<file path="config.mk">
export PLATFORM = sky130hd
export DESIGN_NAME = rr_arb8
export DESIGN_NICKNAME = d
export VERILOG_FILES = /design/src/rtl/rr_arb_pkg.sv /design/src/rtl/rr_pick.sv /design/src/rtl/rr_arb8.sv
export SDC_FILE = /design/constraint.sdc
export NUM_CORES = 1
export LEC_CHECK = 0
export CAP_MARGIN = 25
export CORE_MARGIN = 2
export CORE_UTILIZATION = 59
export CTS_BUF_LIST = sky130_fd_sc_hd__clkbuf_4 sky130_fd_sc_hd__clkbuf_8 sky130_fd_sc_hd__clkbuf_16
export CTS_CLUSTER_SIZE = 25
export DETAILED_ROUTE_END_ITERATION = 6
export PLACE_DENSITY_LB_ADDON = 0.3
export SETUP_SLACK_MARGIN = 0.15
export SLEW_MARGIN = 20
export SYNTH_ARGS = -nofsm -noshare
export SYNTH_HDL_FRONTEND = slang
export SYNTH_SLANG_ARGS = --single-unit
export TNS_END_PERCENT = 30
</file>
<file path="constraint.sdc">
create_clock -name clk -period 7 [get_ports clk]
set_input_delay 1.4 -clock clk [delete_from_list [all_inputs] [get_ports clk]]
set_output_delay 1.4 -clock clk [all_outputs]
set_load 0.01 [all_outputs]
</file>
<file path="src/rtl/rr_arb_pkg.sv">
// Shared constants, FSM state type and helpers for the eight-way round-robin arbiter.
package rr_arb_pkg;

    localparam int N    = 8;
    localparam int IDXW = 3;

    typedef enum logic {
        IDLE  = 1'b0,
        GRANT = 1'b1
    } state_t;

    // Expand a binary requester index to its one-hot position.
    function automatic logic [N-1:0] onehot(input logic [IDXW-1:0] idx);
        logic [N-1:0] v;
        v      = '0;
        v[idx] = 1'b1;
        return v;
    endfunction

endpackage

</file>
<file path="src/rtl/rr_pick.sv">
// Round-robin pick: lowest set bit of v at or above ptr, wrapping to the
// lowest set bit overall when nothing at or above ptr is set.
module rr_pick
    import rr_arb_pkg::*;
(
    input  logic [N-1:0]    v,
    input  logic [IDXW-1:0] ptr,
    output logic [IDXW-1:0] idx,
    output logic            found
);

    logic [N-1:0]    w_masked;
    logic [IDXW-1:0] w_masked_idx;
    logic [IDXW-1:0] w_fallback_idx;

    assign w_masked = v & ({N{1'b1}} << ptr);

    // Two lowest-index-first priority encoders: one over the masked vector,
    // one over the full vector for the wrap case.
    always_comb begin
        w_masked_idx   = '0;
        w_fallback_idx = '0;
        for (int i = N - 1; i >= 0; i--) begin
            if (w_masked[i]) begin
                w_masked_idx = IDXW'(i);
            end
            if (v[i]) begin
                w_fallback_idx = IDXW'(i);
            end
        end
    end

    assign idx   = (|w_masked) ? w_masked_idx : w_fallback_idx;
    assign found = |v;

endmodule

</file>
<file path="src/rtl/rr_arb8.sv">
// Eight-way round-robin arbiter with a hold limit under contention.
// Handshake: req[i] is a level request held while requester i wants the
// resource; gnt/gnt_idx/gnt_valid are registered and change only on clk.
// dbg_state/dbg_ptr expose the FSM state and search pointer for checkers.
module rr_arb8
    import rr_arb_pkg::*;
#(
    parameter int MAX_HOLD = 4
) (
    input  logic            clk,
    input  logic            rst,
    input  logic            en,
    input  logic [N-1:0]    req,
    output logic [N-1:0]    gnt,
    output logic [IDXW-1:0] gnt_idx,
    output logic            gnt_valid,
    output logic            dbg_state,
    output logic [IDXW-1:0] dbg_ptr
);

    localparam int HCW = $clog2(MAX_HOLD + 1);
    localparam logic [HCW-1:0] HOLD_MAX = HCW'(MAX_HOLD);

    state_t          r_state;
    logic [IDXW-1:0] r_ptr;
    logic [IDXW-1:0] r_owner;
    logic [HCW-1:0]  r_hold;
    logic [N-1:0]    r_gnt;
    logic [IDXW-1:0] r_gnt_idx;
    logic            r_gnt_valid;

    state_t          w_state_nx;
    logic [IDXW-1:0] w_ptr_nx;
    logic [IDXW-1:0] w_owner_nx;
    logic [HCW-1:0]  w_hold_nx;

    logic [N-1:0]    w_req_others;
    logic [IDXW-1:0] w_all_idx;
    logic            w_all_found;
    logic [IDXW-1:0] w_oth_idx;
    logic            w_oth_found;

    assign w_req_others = req & ~onehot(r_owner);

    // Candidate for a fresh arbitration (idle start or release).
    rr_pick u_pick_all (
        .v     (req),
        .ptr   (r_ptr),
        .idx   (w_all_idx),
        .found (w_all_found)
    );

    // Candidate for preemption: everyone except the current owner.
    rr_pick u_pick_oth (
        .v     (w_req_others),
        .ptr   (r_ptr),
        .idx   (w_oth_idx),
        .found (w_oth_found)
    );

    // Next-state logic: enable, then release, then hold-limit preemption.
    always_comb begin
        w_state_nx = r_state;
        w_ptr_nx   = r_ptr;
        w_owner_nx = r_owner;
        w_hold_nx  = r_hold;
        case (r_state)
            IDLE: begin
                if (en && w_all_found) begin
                    w_state_nx = GRANT;
                    w_owner_nx = w_all_idx;
                    w_ptr_nx   = w_all_idx + IDXW'(1);
                    w_hold_nx  = HCW'(1);
                end
            end
            GRANT: begin
                if (!en) begin
                    w_state_nx = IDLE;
                end else if (!req[r_owner]) begin
                    if (w_all_found) begin
                        w_owner_nx = w_all_idx;
                        w_ptr_nx   = w_all_idx + IDXW'(1);
                        w_hold_nx  = HCW'(1);
                    end else begin
                        w_state_nx = IDLE;
                    end
                end else if ((r_hold == HOLD_MAX) && w_oth_found) begin
                    w_owner_nx = w_oth_idx;
                    w_ptr_nx   = w_oth_idx + IDXW'(1);
                    w_hold_nx  = HCW'(1);
                end else if (r_hold != HOLD_MAX) begin
                    w_hold_nx = r_hold + HCW'(1);
                end
            end
            default: w_state_nx = IDLE;
        endcase
    end

    // State and registered outputs; outputs follow the next state directly
    // so a grant appears one edge after the request is sampled.
    always_ff @(posedge clk) begin
        if (rst) begin
            r_state     <= IDLE;
            r_ptr       <= '0;
            r_owner     <= '0;
            r_hold      <= '0;
            r_gnt       <= '0;
            r_gnt_idx   <= '0;
            r_gnt_valid <= 1'b0;
        end else begin
            r_state     <= w_state_nx;
            r_ptr       <= w_ptr_nx;
            r_owner     <= w_owner_nx;
            r_hold      <= w_hold_nx;
            r_gnt       <= (w_state_nx == GRANT) ? onehot(w_owner_nx) : '0;
            r_gnt_idx   <= (w_state_nx == GRANT) ? w_owner_nx : '0;
            r_gnt_valid <= (w_state_nx == GRANT);
        end
    end

    assign gnt       = r_gnt;
    assign gnt_idx   = r_gnt_idx;
    assign gnt_valid = r_gnt_valid;
    assign dbg_state = (r_state == GRANT);
    assign dbg_ptr   = r_ptr;

endmodule

</file>
==> metrics.cfg <==
[min_path]
worstHoldEndpoint = r_hold[0]$_SDFFE_PP0P_
hold-path-cell-count = 2
hp-start = r_hold[0]$_SDFFE_PP0P_
hold_class = reg -> reg

[clocking]
post-cts-setup-buffers = 0
cts_buffers = 3
clock_latency_ns = 0.30
clk_pin_slew_worst_paths_ns = 0.11
tritoncts = yes
cts.htree.levels = 1
root_buffer = clkbuf_4
clock-sinks = 21
cts-resized-gates = 0
cts_buffer_depth = 2
cts_hold_buf = 0

[sta]
fin_crit_sh = 0.567
finalMaxSlewViolations = 0
fin_crit_ns = 3.97
fmax_mhz = 252
tns_ns = 0
hold_viol_final = 0
worst_pin_slew_ns = 0.888
fin_skew_ns = 0.00514
hold_slack_ns = 0.549
finalSetupViolations = 0
rsz0062_at_grt = false
slew-limit-headroom = 0.407

[synthesis]
syn_nets = 255
synthCells = 242
synthArstFlopShare = 0
synth_area_sq_um = 1920
synth-seq-cells = 21
synthDistinctLibCells = 70
synthFlopType = dfxtp_1
yosysSeqAreaShare = 0.218
synth_edf_count = 0
synth.avg_cell_area_sq_um = 7.95
yosysWarnings = 0

[floorplanning]
start_util = 0.625
die_w_microns = 61.1
ios = 27
dieHeight_microns = 61.1
core_sq_um = 3080
die_area_sq_um = 3730
placementRows = 20

[status]
outcome = finished, final reports clean

[global_routing]
grt_overflow = 0
grt_pass1_wl_microns = 8110
antenna_found_initial = 0
grt_max_degree = 28
grt_usage = 0.287
grt_pass1_vias = 1775

[final_layout]
layout-drive-gt1-share = 0.0876
design_area_sq_um = 2170
mostFrequentLayoutCell = clkdlybuf4s50_1
nets = 265
final_cell_mix = clkdlybuf4s50_1, nor2_1, dfxtp_1, nand2_1, nand2b_1
area_growth_pct = 12.7
utilization = 0.704
instances_no_fill = 295
num_antenna_cells = 0

[pwr]
p_leak_nw = 0.762
power.density_nw_per_um2 = 170
vdd_drop_max_v = 0.000148

[route]
route.detailed.drc = 0
routedWlPerCell_microns = 16.6
route.antenna.remaining_nets = 0
avgViaCountPerCell = 6.63
first_pass_iters = 5
dr.first_iter.drc_count = 145
drt_wl_total_microns = 4910
num_vias = 1956

[worst_setup_path]
cp-end-kind = flip-flop
critPathMaxFanout = 10
r2r_start = r_owner[0]$_SDFF_PP0_
path_class = in -> reg
arrival_ns = 4.14
setup.reg_to_reg.worst_slack_ns = 3.71
startpoint_type = input pin
cp.required_ns = 7.18
rr_worst_depth = 7
reg2reg_to = gnt[4]$_SDFF_PP0_

[place]
globalplace.congestion = 0.989
dpl.cell_count = 291
hpwlAfterDp_microns = 3590
dpl_cell_area_sq_um = 2140
numPortBuffers = 26

[job]
drv_cap = 0

## area by class of cell
type | count | area, sq um
fillers | 264 | 910
multi-input cells | 193 | 1380
well taps | 44 | 55.1
repair buffers | 26 | 260
clock buffers | 3 | 22.5
flip-flops and latches | 21 | 420
clock inverters | 1 | 5.00
inverters | 7 | 26.3
## worst max-delay path: stages
cell and delay, ns:
clkdlybuf4s50_1 0.65, nand2b_1 0.21, a221oi_1 0.42, o211ai_1 0.13
o31ai_1 0.50, a41oi_1 0.23, a211oi_1 0.49, nor3b_1 0.11
## how the worst max path moves through the flow
stage	startpoint	endpoint	slack, ns
floorplan	req[0]	gnt[3]$_SDFF_PP0_	3.61
global placement	req[2]	gnt[6]$_SDFF_PP0_	2.82
detailed placement	req[7]	gnt[4]$_SDFF_PP0_	2.77
CTS	req[7]	gnt[4]$_SDFF_PP0_	3.09
global route	req[7]	gnt[4]$_SDFF_PP0_	2.75
finish	req[7]	gnt[4]$_SDFF_PP0_	3.03
## sequential cells by signal, indices dropped and copies added, names as in the netlist
register and count:
dbg_ptr 3, gnt 8, gnt_idx 3, gnt_valid 1, r_hold 3, r_owner 3
## per-layer routing
layer / track usage / up-vias / routed length [microns]
met5: 0 / - / 0
met4: 0.0683 / 0 / 50
met3: 0.0630 / 6 / 428
met2: 0.438 / 110 / 2160
met1: 0.412 / 897 / 2270
li1: - / 943 / -
## logic make-up (layout without fill, tap and decap cells)
kind of cell | after synthesis | in the layout | share of synthesized area
AO/OA/AOI/OAI | 71 | 71 | 0.315
AND/OR/NAND/NOR | 113 | 113 | 0.354
adder cells (fa/ha/maj) | 2 | 2 | 0.0130
multiplexers | 3 | 3 | 0.0163
flip-flops | 21 | 21 | 0.218
XOR/XNOR | 4 | 4 | 0.0182
buffers and inverters | 28 | 37 | 0.0650
## synth_stat cells (4+ instances only)
library cell | instances | share of area
nor2_1 | 22 | 0.043
dfxtp_1 | 21 | 0.22
nand2_1 | 15 | 0.029
clkbuf_1 | 11 | 0.021
nand2b_1 | 10 | 0.033
nor3_1 | 8 | 0.021
nor3b_1 | 8 | 0.031
a211oi_1 | 7 | 0.027
buf_2 | 7 | 0.018
inv_1 | 7 | 0.014
a21oi_1 | 6 | 0.016
and2_1 | 5 | 0.016
nor2b_1 | 5 | 0.016
a31oi_1 | 4 | 0.013
nor3_2 | 4 | 0.021
or3_1 | 4 | 0.013
## per-stage QoR
| stage | setup WS, ns | power [W] |
|---|---|---|
| global route | 2.75 | 0.000392 |
| detailed placement | 2.77 | 0.000312 |
| finish | 3.03 | 0.000368 |
| global placement | 2.82 | 0.000310 |
| CTS | 3.09 | 0.000367 |
| floorplan | 3.61 | 0.000271 |
## power by group
part	switching (W)	total [W]	internal, W	leakage, nW
clock network	0.0000340	0.0000553	0.0000213	0.0177
registers	0.0000250	0.000152	0.000127	0.171
logic	0.0000872	0.000161	0.0000736	0.573
total	0.000146	0.000368	0.000222	0.762
Power figures use the tool's default switching activity.
